==> config.mk <==
export PLATFORM = sky130hd
export DESIGN_NAME = pipe_ctrl
export DESIGN_NICKNAME = d
export VERILOG_FILES = /design/src/rtl/pipe_ctrl.sv
export SDC_FILE = /design/constraint.sdc
export NUM_CORES = 1
export LEC_CHECK = 0
export CORE_AREA = 5 5 42 44
export DETAILED_ROUTE_END_ITERATION = 6
export DIE_AREA = 0 0 47 49
export PLACE_DENSITY = 0.76
export SYNTH_ARGS = -nofsm -noshare
export SYNTH_HDL_FRONTEND = slang
export SYNTH_SLANG_ARGS = --single-unit
==> constraint.sdc <==
create_clock -name clk -period 1.85 [get_ports clk]
set_input_delay 0.37 -clock clk [delete_from_list [all_inputs] [get_ports clk]]
set_output_delay 0.37 -clock clk [all_outputs]
set_load 0.02 [all_outputs]
==> src/rtl/pipe_ctrl.sv <==
// pipe_ctrl: hazard and memory-wait controller for a five-stage pipeline.
// Priority: memory stall > redirect > load-use.
// A redirect or load-use hazard seen during a memory stall is remembered.
// It is then applied in the first cycle after the stall ends.
// Optional feature: define PIPE_CTRL_WATCHDOG_EN to add the MEMWAIT watchdog.
// The watchdog adds the wait counter and the mem_err pulse.
// Without the macro, mem_err is tied low and MEMWAIT exits only on dmem_ready.
`ifndef RFIDX_WIDTH
`define RFIDX_WIDTH 5
`endif

module pipe_ctrl #(
   parameter int WD_LIMIT = 15
) (
   input  logic                    clk,
   input  logic                    reset,
   input  logic [`RFIDX_WIDTH-1:0] rs1D,
   input  logic [`RFIDX_WIDTH-1:0] rs2D,
   input  logic [`RFIDX_WIDTH-1:0] rdE,
   input  logic                    memtoregE,
   input  logic                    regwriteE,
   input  logic                    redirectE,
   input  logic                    dmem_reqM,
   input  logic                    dmem_ready,
   output logic                    stallF,
   output logic                    stallD,
   output logic                    stallE,
   output logic                    stallM,
   output logic                    flushD,
   output logic                    flushE,
   output logic                    flushW,
   output logic                    mem_err,
   output logic                    busy
);

   typedef enum logic [0:0] {
      RUN     = 1'b0,
      MEMWAIT = 1'b1
   } state_t;

   state_t state_r;
   state_t state_nxt_s;

   logic   mem_stall_s;
   logic   loaduse_s;
   logic   redir_act_s;
   logic   lu_act_s;
   logic   wd_fire_s;
   logic   pend_redir_r;
   logic   pend_lu_r;
   logic   mem_err_r;

   // Reject an out-of-range watchdog limit at elaboration time.
   if ((WD_LIMIT < 1) || (WD_LIMIT > 15)) begin : g_wd_limit_illegal
      $error("pipe_ctrl: WD_LIMIT must be in 1..15");
   end

   assign loaduse_s   = memtoregE & regwriteE & (rdE != {`RFIDX_WIDTH{1'b0}}) &
                        ((rdE == rs1D) | (rdE == rs2D));
   assign mem_stall_s = (state_r == MEMWAIT) | (dmem_reqM & ~dmem_ready);
   // A held-over hazard counts as active once the memory stall is gone.
   assign redir_act_s = ~mem_stall_s & (redirectE | pend_redir_r);
   assign lu_act_s    = ~mem_stall_s & ~redir_act_s & (loaduse_s | pend_lu_r);

`ifdef PIPE_CTRL_WATCHDOG_EN
   localparam logic [3:0] WD_LAST = 4'(WD_LIMIT - 1);

   logic [3:0] wcnt_r;

   // Timeout only when ready is low, so a simultaneous completion wins.
   assign wd_fire_s = (state_r == MEMWAIT) & ~dmem_ready & (wcnt_r == WD_LAST);

   // Wait counter: cleared on entry to MEMWAIT, counts cycles spent waiting.
   always_ff @(posedge clk or posedge reset) begin
      if (reset) begin
         wcnt_r <= 4'd0;
      end else begin
         case (state_r)
            RUN: begin
               if (dmem_reqM & ~dmem_ready) wcnt_r <= 4'd0;
               else                         wcnt_r <= wcnt_r;
            end
            MEMWAIT: begin
               if (~dmem_ready & ~wd_fire_s) wcnt_r <= wcnt_r + 4'd1;
               else                          wcnt_r <= wcnt_r;
            end
            default: wcnt_r <= 4'd0;
         endcase
      end
   end
`else
   assign wd_fire_s = 1'b0;
`endif

   // State register.
   always_ff @(posedge clk or posedge reset) begin
      if (reset) state_r <= RUN;
      else       state_r <= state_nxt_s;
   end

   // Next-state logic: enter on an unfinished access, leave on ready or timeout.
   always_comb begin
      state_nxt_s = state_r;
      case (state_r)
         RUN: begin
            if (dmem_reqM & ~dmem_ready) state_nxt_s = MEMWAIT;
            else                         state_nxt_s = RUN;
         end
         MEMWAIT: begin
            if (dmem_ready | wd_fire_s) state_nxt_s = RUN;
            else                        state_nxt_s = MEMWAIT;
         end
         default: state_nxt_s = RUN;
      endcase
   end

   // Timeout pulse, high for the single cycle after the watchdog fires.
   always_ff @(posedge clk or posedge reset) begin
      if (reset) mem_err_r <= 1'b0;
      else       mem_err_r <= wd_fire_s;
   end

   // Remember hazards raised while E is frozen so they survive the stall.
   always_ff @(posedge clk or posedge reset) begin
      if (reset) begin
         pend_redir_r <= 1'b0;
         pend_lu_r    <= 1'b0;
      end else if (mem_stall_s) begin
         pend_redir_r <= pend_redir_r | redirectE;
         pend_lu_r    <= pend_lu_r | loaduse_s;
      end else begin
         pend_redir_r <= 1'b0;
         pend_lu_r    <= 1'b0;
      end
   end

   // Output logic: combinational stall/flush by priority, all low in reset.
   always_comb begin
      stallF  = 1'b0;
      stallD  = 1'b0;
      stallE  = 1'b0;
      stallM  = 1'b0;
      flushD  = 1'b0;
      flushE  = 1'b0;
      flushW  = 1'b0;
      mem_err = 1'b0;
      busy    = 1'b0;
      if (reset) begin
         busy = 1'b0;
      end else begin
         mem_err = mem_err_r;
         busy    = (state_r == MEMWAIT);
         if (mem_stall_s) begin
            stallF = 1'b1;
            stallD = 1'b1;
            stallE = 1'b1;
            stallM = 1'b1;
            flushW = 1'b1;
         end else if (redir_act_s) begin
            flushD = 1'b1;
            flushE = 1'b1;
         end else if (lu_act_s) begin
            stallF = 1'b1;
            stallD = 1'b1;
            flushE = 1'b1;
         end else begin
            flushE = 1'b0;
         end
      end
   end

endmodule

==> results of run 1 <==
==> area by class of cell <==
cell class                 instances  area, um2  share of cell area, %
timing repair buffer              35        274                   40.1
clock buffer                       4       26.3                   3.85
tap                               16       20.0                   2.93
inverter                           2       7.51                   1.10
sequential                         3       75.1                   11.0
multi-input combinational         33        280                   41.0
==> cells in the final DEF, fill, tap and decap left out, types with 2 or more instances in the layout <==
master,count
a21oi_2,2
buf_2,3
buf_4,10
buf_6,4
clkbuf_2,9
clkbuf_4,3
clkdlybuf4s50_1,6
dfrtp_1,3
inv_1,2
nand2_1,5
nand3_1,2
nor2_1,7
o22ai_2,2
xnor2_1,3
xnor2_2,7
==> metal layers <==
metal	vias up	GRT usage, %
met3	4	4.06
met1	177	8.35
met4	0	9.68
met5	-	0
met2	25	14.0
li1	199	-
==> tightest hold or removal path, cell delays in order, from the launching register on <==
cell and delay [ps]:
dfrtp_1 330, a41oi_2 60, nor2_1 80
==> worst max-delay path by stage <==
stage                     endpoint  slack [ps]  cells past startpoint
after floorplan             stallF          80                      6
after global placement      flushE        -810                      7
after detailed placement    stallD        -830                      7
after CTS                   flushE          10                      7
after global routing        stallD         -70                      7
final                       stallD          10                      7
==> sequential cells by signal, summed over array words and instances (netlist names) <==
signal and cells:
state_r 1, pend_lu_r 1, pend_redir_r 1
==> logic make-up (layout without fill, tap and decap cells) <==
family | Yosys count | after routing | synth area share [%]
and+or+nand+nor | 17 | 17 | 22.4
xor gates and xnor gates | 10 | 10 | 28.0
DFF | 3 | 3 | 24.0
buffers and inverters | 6 | 41 | 12.0
AOI/OAI and AO/OA | 5 | 5 | 12.4
other | 1 | 1 | 1.20
==> power groups by stage <==
stage               registers (uW)  clock network (uW)  logic (uW)
global route                  72.8                 132         171
global placement              72.9                   0         151
finish                        72.3                 118         159
CTS                           72.0                 125         141
detailed placement            72.8                   0         152
floorplan                     72.2                   0        68.2
==> what timing repair did <==
item	4_1_cts	5_1_grt
setup endpoints to repair	8	6
hold endpoints to repair	0	0
gates resized for setup	68	39
pin swaps	17	18
==> metrics by stage <==
step / total power [uW] / setup slack, ps / cell area, um2
final: 349 / 12.0 / 683
after global routing: 375 / -70.8 / 683
after CTS: 338 / 11.4 / 653
after detailed placement: 225 / -834 / 644
after global placement: 224 / -815 / 644
after floorplan: 140 / 81.1 / 319
==> results_dict.tcl, run 1 <==
set metrics [dict create \
    cts.sinks 3 \
    finalCritPeriodShare_pct 99.4 \
    cp_common_cell "o22ai_2" \
    max_freq_mhz 544 \
    slew_violations 0 \
    p_sw_share_pct 31.5 \
    route.met3.wl_um 183 \
    grt-ovfl-total 0 \
    vias_per_cell 4.35 \
    hold_start "pend_lu_r$_DFF_PP0_" \
    cts.reportedPaths.clkPinSlew_ps 40 \
    period_minus_slack_ps 1840 \
    wirelength_um 1080 \
    ys_seq_area_share_pct 24.0 \
    r2r_start "state_r$_DFF_PP0_" \
    ff2ff_setup_slack_ps 1000 \
    wl_per_cell_um 11.6 \
    seq_power_share_pct 20.7 \
    clock_latency_ps 240 \
    slowest_delay_ps 210 \
    p_leak_uw 0.000334 \
    rows 14 \
    fin_skew_ps 1.51 \
    syn_inst 42 \
    fin_tns_setup_ps 0 \
    dieArea_mm2 0.00230 \
    syn-cell-area_um2 313 \
    ant_nets 0 \
    grt_pass1_vias 423 \
    finalNetCount 100 \
    crit_slowest_cell "o22ai_2" \
    dpl.hpwl_um 816 \
    hold_slack_ps 513 \
    ys_types 13 \
    vias 405 \
    cts-htree-levels 1 \
    startpoint_type "primary input" \
    worst-path-buf-inv 2 \
    gp_congestion 0.717 \
    startpoint "rdE[0]" \
    p_switching_uw 110 \
    synth_edf_count 0 \
    core_area_mm2 0.00140 \
    r2r-end "pend_lu_r$_DFF_PP0_" \
    syn_nets 64 \
    antenna_found_initial 0 \
    hold_end "pend_lu_r$_DFF_PP0_" \
    vdd_drop_max_mv 0.405 \
    syn_area_per_cell_um2 7.45 \
    drtPass1Iterations 4 \
    drt-met1-wl_um 317 \
    synth_area_leaders "xnor2_1 28%, dfrtp_1 24%, buf_4 9.6%, nor2_1 9.6%, nand2_1 6.0%" \
    tritoncts "done" \
    rsz0062_at_grt "true" \
    clockPowerShare_pct 33.9 \
    required_ps 1480 \
    cp_max_fo 3 \
    fin_cells 93 \
    outcome "finished, final reports clean" \
    portBuffers 29 \
    synth-main-ff-cell "dfrtp_1" \
    p_comb_share_pct 45.4 \
    synth_most_common_cell "xnor2_1" \
    setup.worst_path.class "primary input to primary output" \
    internal_power_uw 239 \
    io_pins 31 \
    fin_util_pct 48.8 \
    reg2regPathDepth 3 \
    grt_max_degree 5 \
    grt_first_pass_wirelength_um 1540 \
    layout-drive-gt1-share_pct 57.1 \
    numCtsBuffers 3 \
    start_util_pct 22.3 \
    postCtsSetupRepairBufs 0 \
    netlist_top_cells_count "10 x xnor2_1, 8 x nor2_1, 5 x nand2_1" \
    postCtsHoldBufs 0 \
    yosysWarnings 0 \
    dieWidth_um 47 \
    n_fill_cell 148 \
    maxCapViolCount 0 \
    dieHeight_um 49 \
    crit_arrival_ps 1470 \
    endpoint_kind "primary output" \
    met2_length_um 538 \
    holdPathStages 2 \
    finalSetupViolCount 0 \
    power_density_mw_per_mm2 512 \
    grt.total_usage_pct 9.30 \
    drc_errors 0 \
    yosysTopAreaCell "xnor2_1" \
    cts-root-buf "clkbuf_4" \
    cts_buffer_depth 2 \
    drt_iter0_markers 2 \
    yosysTopAreaCellShare_pct 28.0 \
    diodes 0 \
    crit_chain "buf_8, xnor2_2, nand3_1, o22ai_2, a41oi_2, o22ai_2, buf_6" \
    placed_cells 89 \
    path_delay_family "compound AO/OA/AOI/OAI gates" \
    ys_ff_latch 3 \
    synthArstFlopShare_pct 100 \
    dr.max_layer_used "met4" \
    area_delta_synth_final_pct 118 \
    hold_class "flip-flop to flip-flop" \
    hold_violations 0 \
]
Note: power is estimated with default switching activity, not from simulation.
==> run 2, diff against run 1 <==
- CTS_CLUSTER_DIAMETER: unset -> 200
- HOLD_SLACK_MARGIN: unset -> 0.03
- clock period: 1.85 -> 2 ns (I/O delays scaled with it)
==> run 2 against run 1 <==
  * Combinational power decreased by 20%
  * Register-to-register slack improved by 140 ps
  * Final area down 9.2%
  * Critical path type unchanged
  * Largest cell class is now buffers
  * Highest routed layer unchanged
==> results_dict.tcl, run 2 (synthesized netlist as in run 1, its figures left out) <==
set metrics [dict create \
    path_delay_family "buffers and inverters" \
    p_comb_share_pct 42.3 \
    cts-htree-levels 1 \
    crit_chain "clkdlybuf4s50_1, inv_1, a21oi_2, nand2_1, nor2_1, clkdlybuf4s15_2" \
    fin_area_um2 621 \
    postCtsSetupRepairBufs 0 \
    cts.reportedPaths.clkPinSlew_ps 40 \
    p_switching_uw 93.0 \
    vdd_drop_max_mv 0.414 \
    largestRegisters "pend_lu_r (1), pend_redir_r (1), state_r (1)" \
    wirelength_um 1020 \
    io_pins 31 \
    maxCapViolCount 0 \
    placed_area_um2 638 \
    tritoncts "done" \
    final_cell_mix "12 x clkbuf_2, 10 x xnor2_1, 8 x nor2_1, 7 x buf_4" \
    final_common_cell "clkbuf_2" \
    wl_per_cell_um 11.0 \
    drc_errors 0 \
    cts-root-buf "clkbuf_4" \
    ant_nets 0 \
    drtPass1Iterations 4 \
    p_leak_uw 0.000286 \
    core_area_mm2 0.00140 \
    cts_buffer_depth 2 \
    hold_violations 0 \
    clock_latency_ps 230 \
    rsz0062_at_grt "false" \
    grt_first_pass_wirelength_um 1640 \
    diodes 0 \
    setup.worst_path.class "primary input to primary output" \
    max_freq_mhz 523 \
    dieWidth_um 47 \
    slowest_delay_ps 480 \
    numCtsBuffers 3 \
    finalCritPeriodShare_pct 95.7 \
    internal_power_uw 208 \
    hold_class "flip-flop to flip-flop" \
    grt_pass1_vias 415 \
    ff2ff_setup_slack_ps 1140 \
    period_minus_slack_ps 1910 \
    grt.total_usage_pct 9.60 \
    crit_arrival_ps 1510 \
    antenna_found_initial 0 \
    grt_max_degree 5 \
    crit_slowest_cell "clkdlybuf4s50_1" \
    endpoint_kind "primary output" \
    portBuffers 29 \
    fin_skew_ps 6.35 \
    startpoint_type "primary input" \
    clockPowerShare_pct 35.5 \
    outcome "finished, final reports clean" \
    vias_per_cell 4.35 \
    finalSetupViolCount 0 \
    cts.sinks 3 \
    cp_max_fo 2 \
    n_fill_cell 147 \
    slew_violations 0 \
    drt_iter0_markers 5 \
    dieHeight_um 49 \
    dpl.hpwl_um 853 \
    layout-drive-gt1-share_pct 37.7 \
    seq_power_share_pct 22.3 \
    worst-path-buf-inv 3 \
    area_delta_synth_final_pct 98.4 \
    required_ps 1600 \
    gp_congestion 0.727 \
    dieArea_mm2 0.00230 \
    grt-ovfl-total 0 \
    power_density_mw_per_mm2 486 \
    p_sw_share_pct 30.8 \
    rows 14 \
    fin_cells 93 \
    finalNetCount 100 \
    vias 405 \
    postCtsHoldBufs 0 \
    placed_cells 89 \
    start_util_pct 22.3 \
]
==> run 2: layout make-up <==
class,count,area (um2),area share (%)
Timing Repair Buffer,35,275,44.4
Multi-Input combinational cell,33,216,34.9
Sequential cell,3,75.1,12.1
Clock buffer,4,26.3,4.23
Tap cell,16,20.0,3.23
Inverter,2,7.51,1.21
==> run 2: routing by layer <==
| metal | up-vias | share of wire (%) | global-route usage, % |
|---|---|---|---|
| met2 | 18 | 54 | 17.9 |
| met4 | 0 | 0.78 | 1.38 |
| met1 | 184 | 30 | 8.20 |
| met3 | 2 | 15 | 6.27 |
| met5 | - | 0 | 0 |
| li1 | 201 | - | - |
==> run 2: timing repair <==
| action | CTS | global route |
|---|---|---|
| endpoints found under the setup margin | 8 | 6 |
| resized for setup | 44 | 28 |
| hold endpoints to repair | 0 | 0 |
| pin swaps | 15 | 17 |
==> run 2: worst reg2reg max path, delay by kind of cell, from the launching register on <==
| family | cells | cell delay (ps) |
|---|---|---|
| flops | 1 | 400 |
| simple gates | 1 | 50 |
| compound gates | 1 | 130 |
| buf+inv | 1 | 150 |
==> run 2: power groups by stage <==
stage               logic, uW  clock network, uW  registers, uW
detailed placement        140                  0           67.5
global placement          138                  0           67.5
floorplan                61.7                  0           66.8
CTS                       131                107           66.9
finish                    127                107           67.1
global route              138                116           67.2
==> run 2: metrics by stage <==
step	TNS (ps)	total power, uW	hold slack [ps]	util [%]	worst slack [ps]
2_1_floorplan	0	128	170	-	5.61
3_3_place_gp	-3420	206	480	45.5	-758
3_5_place_dp	-3670	207	494	45.5	-813
4_1_cts	-9.53	306	507	47.1	-6.35
5_1_grt	0	321	523	44.3	1.72
6_report	0	302	503	44.3	86.9
==> run 2: path summary, 6_finish.rpt <==
| check | from | endpoint | cells past startpoint |
|---|---|---|---|
| worst min register to register | pend_lu_r$_DFF_PP0_ | pend_lu_r$_DFF_PP0_ | 2 |
| min in group asynchronous | reset | state_r$_DFF_PP0_ | 3 |
| worst max-delay path | dmem_ready | flushD | 6 |
| worst min-delay path | pend_lu_r$_DFF_PP0_ | pend_lu_r$_DFF_PP0_ | 2 |
| max in group asynchronous | reset | pend_redir_r$_DFF_PP0_ | 3 |
| worst max register to register | state_r$_DFF_PP0_ | pend_lu_r$_DFF_PP0_ | 3 |
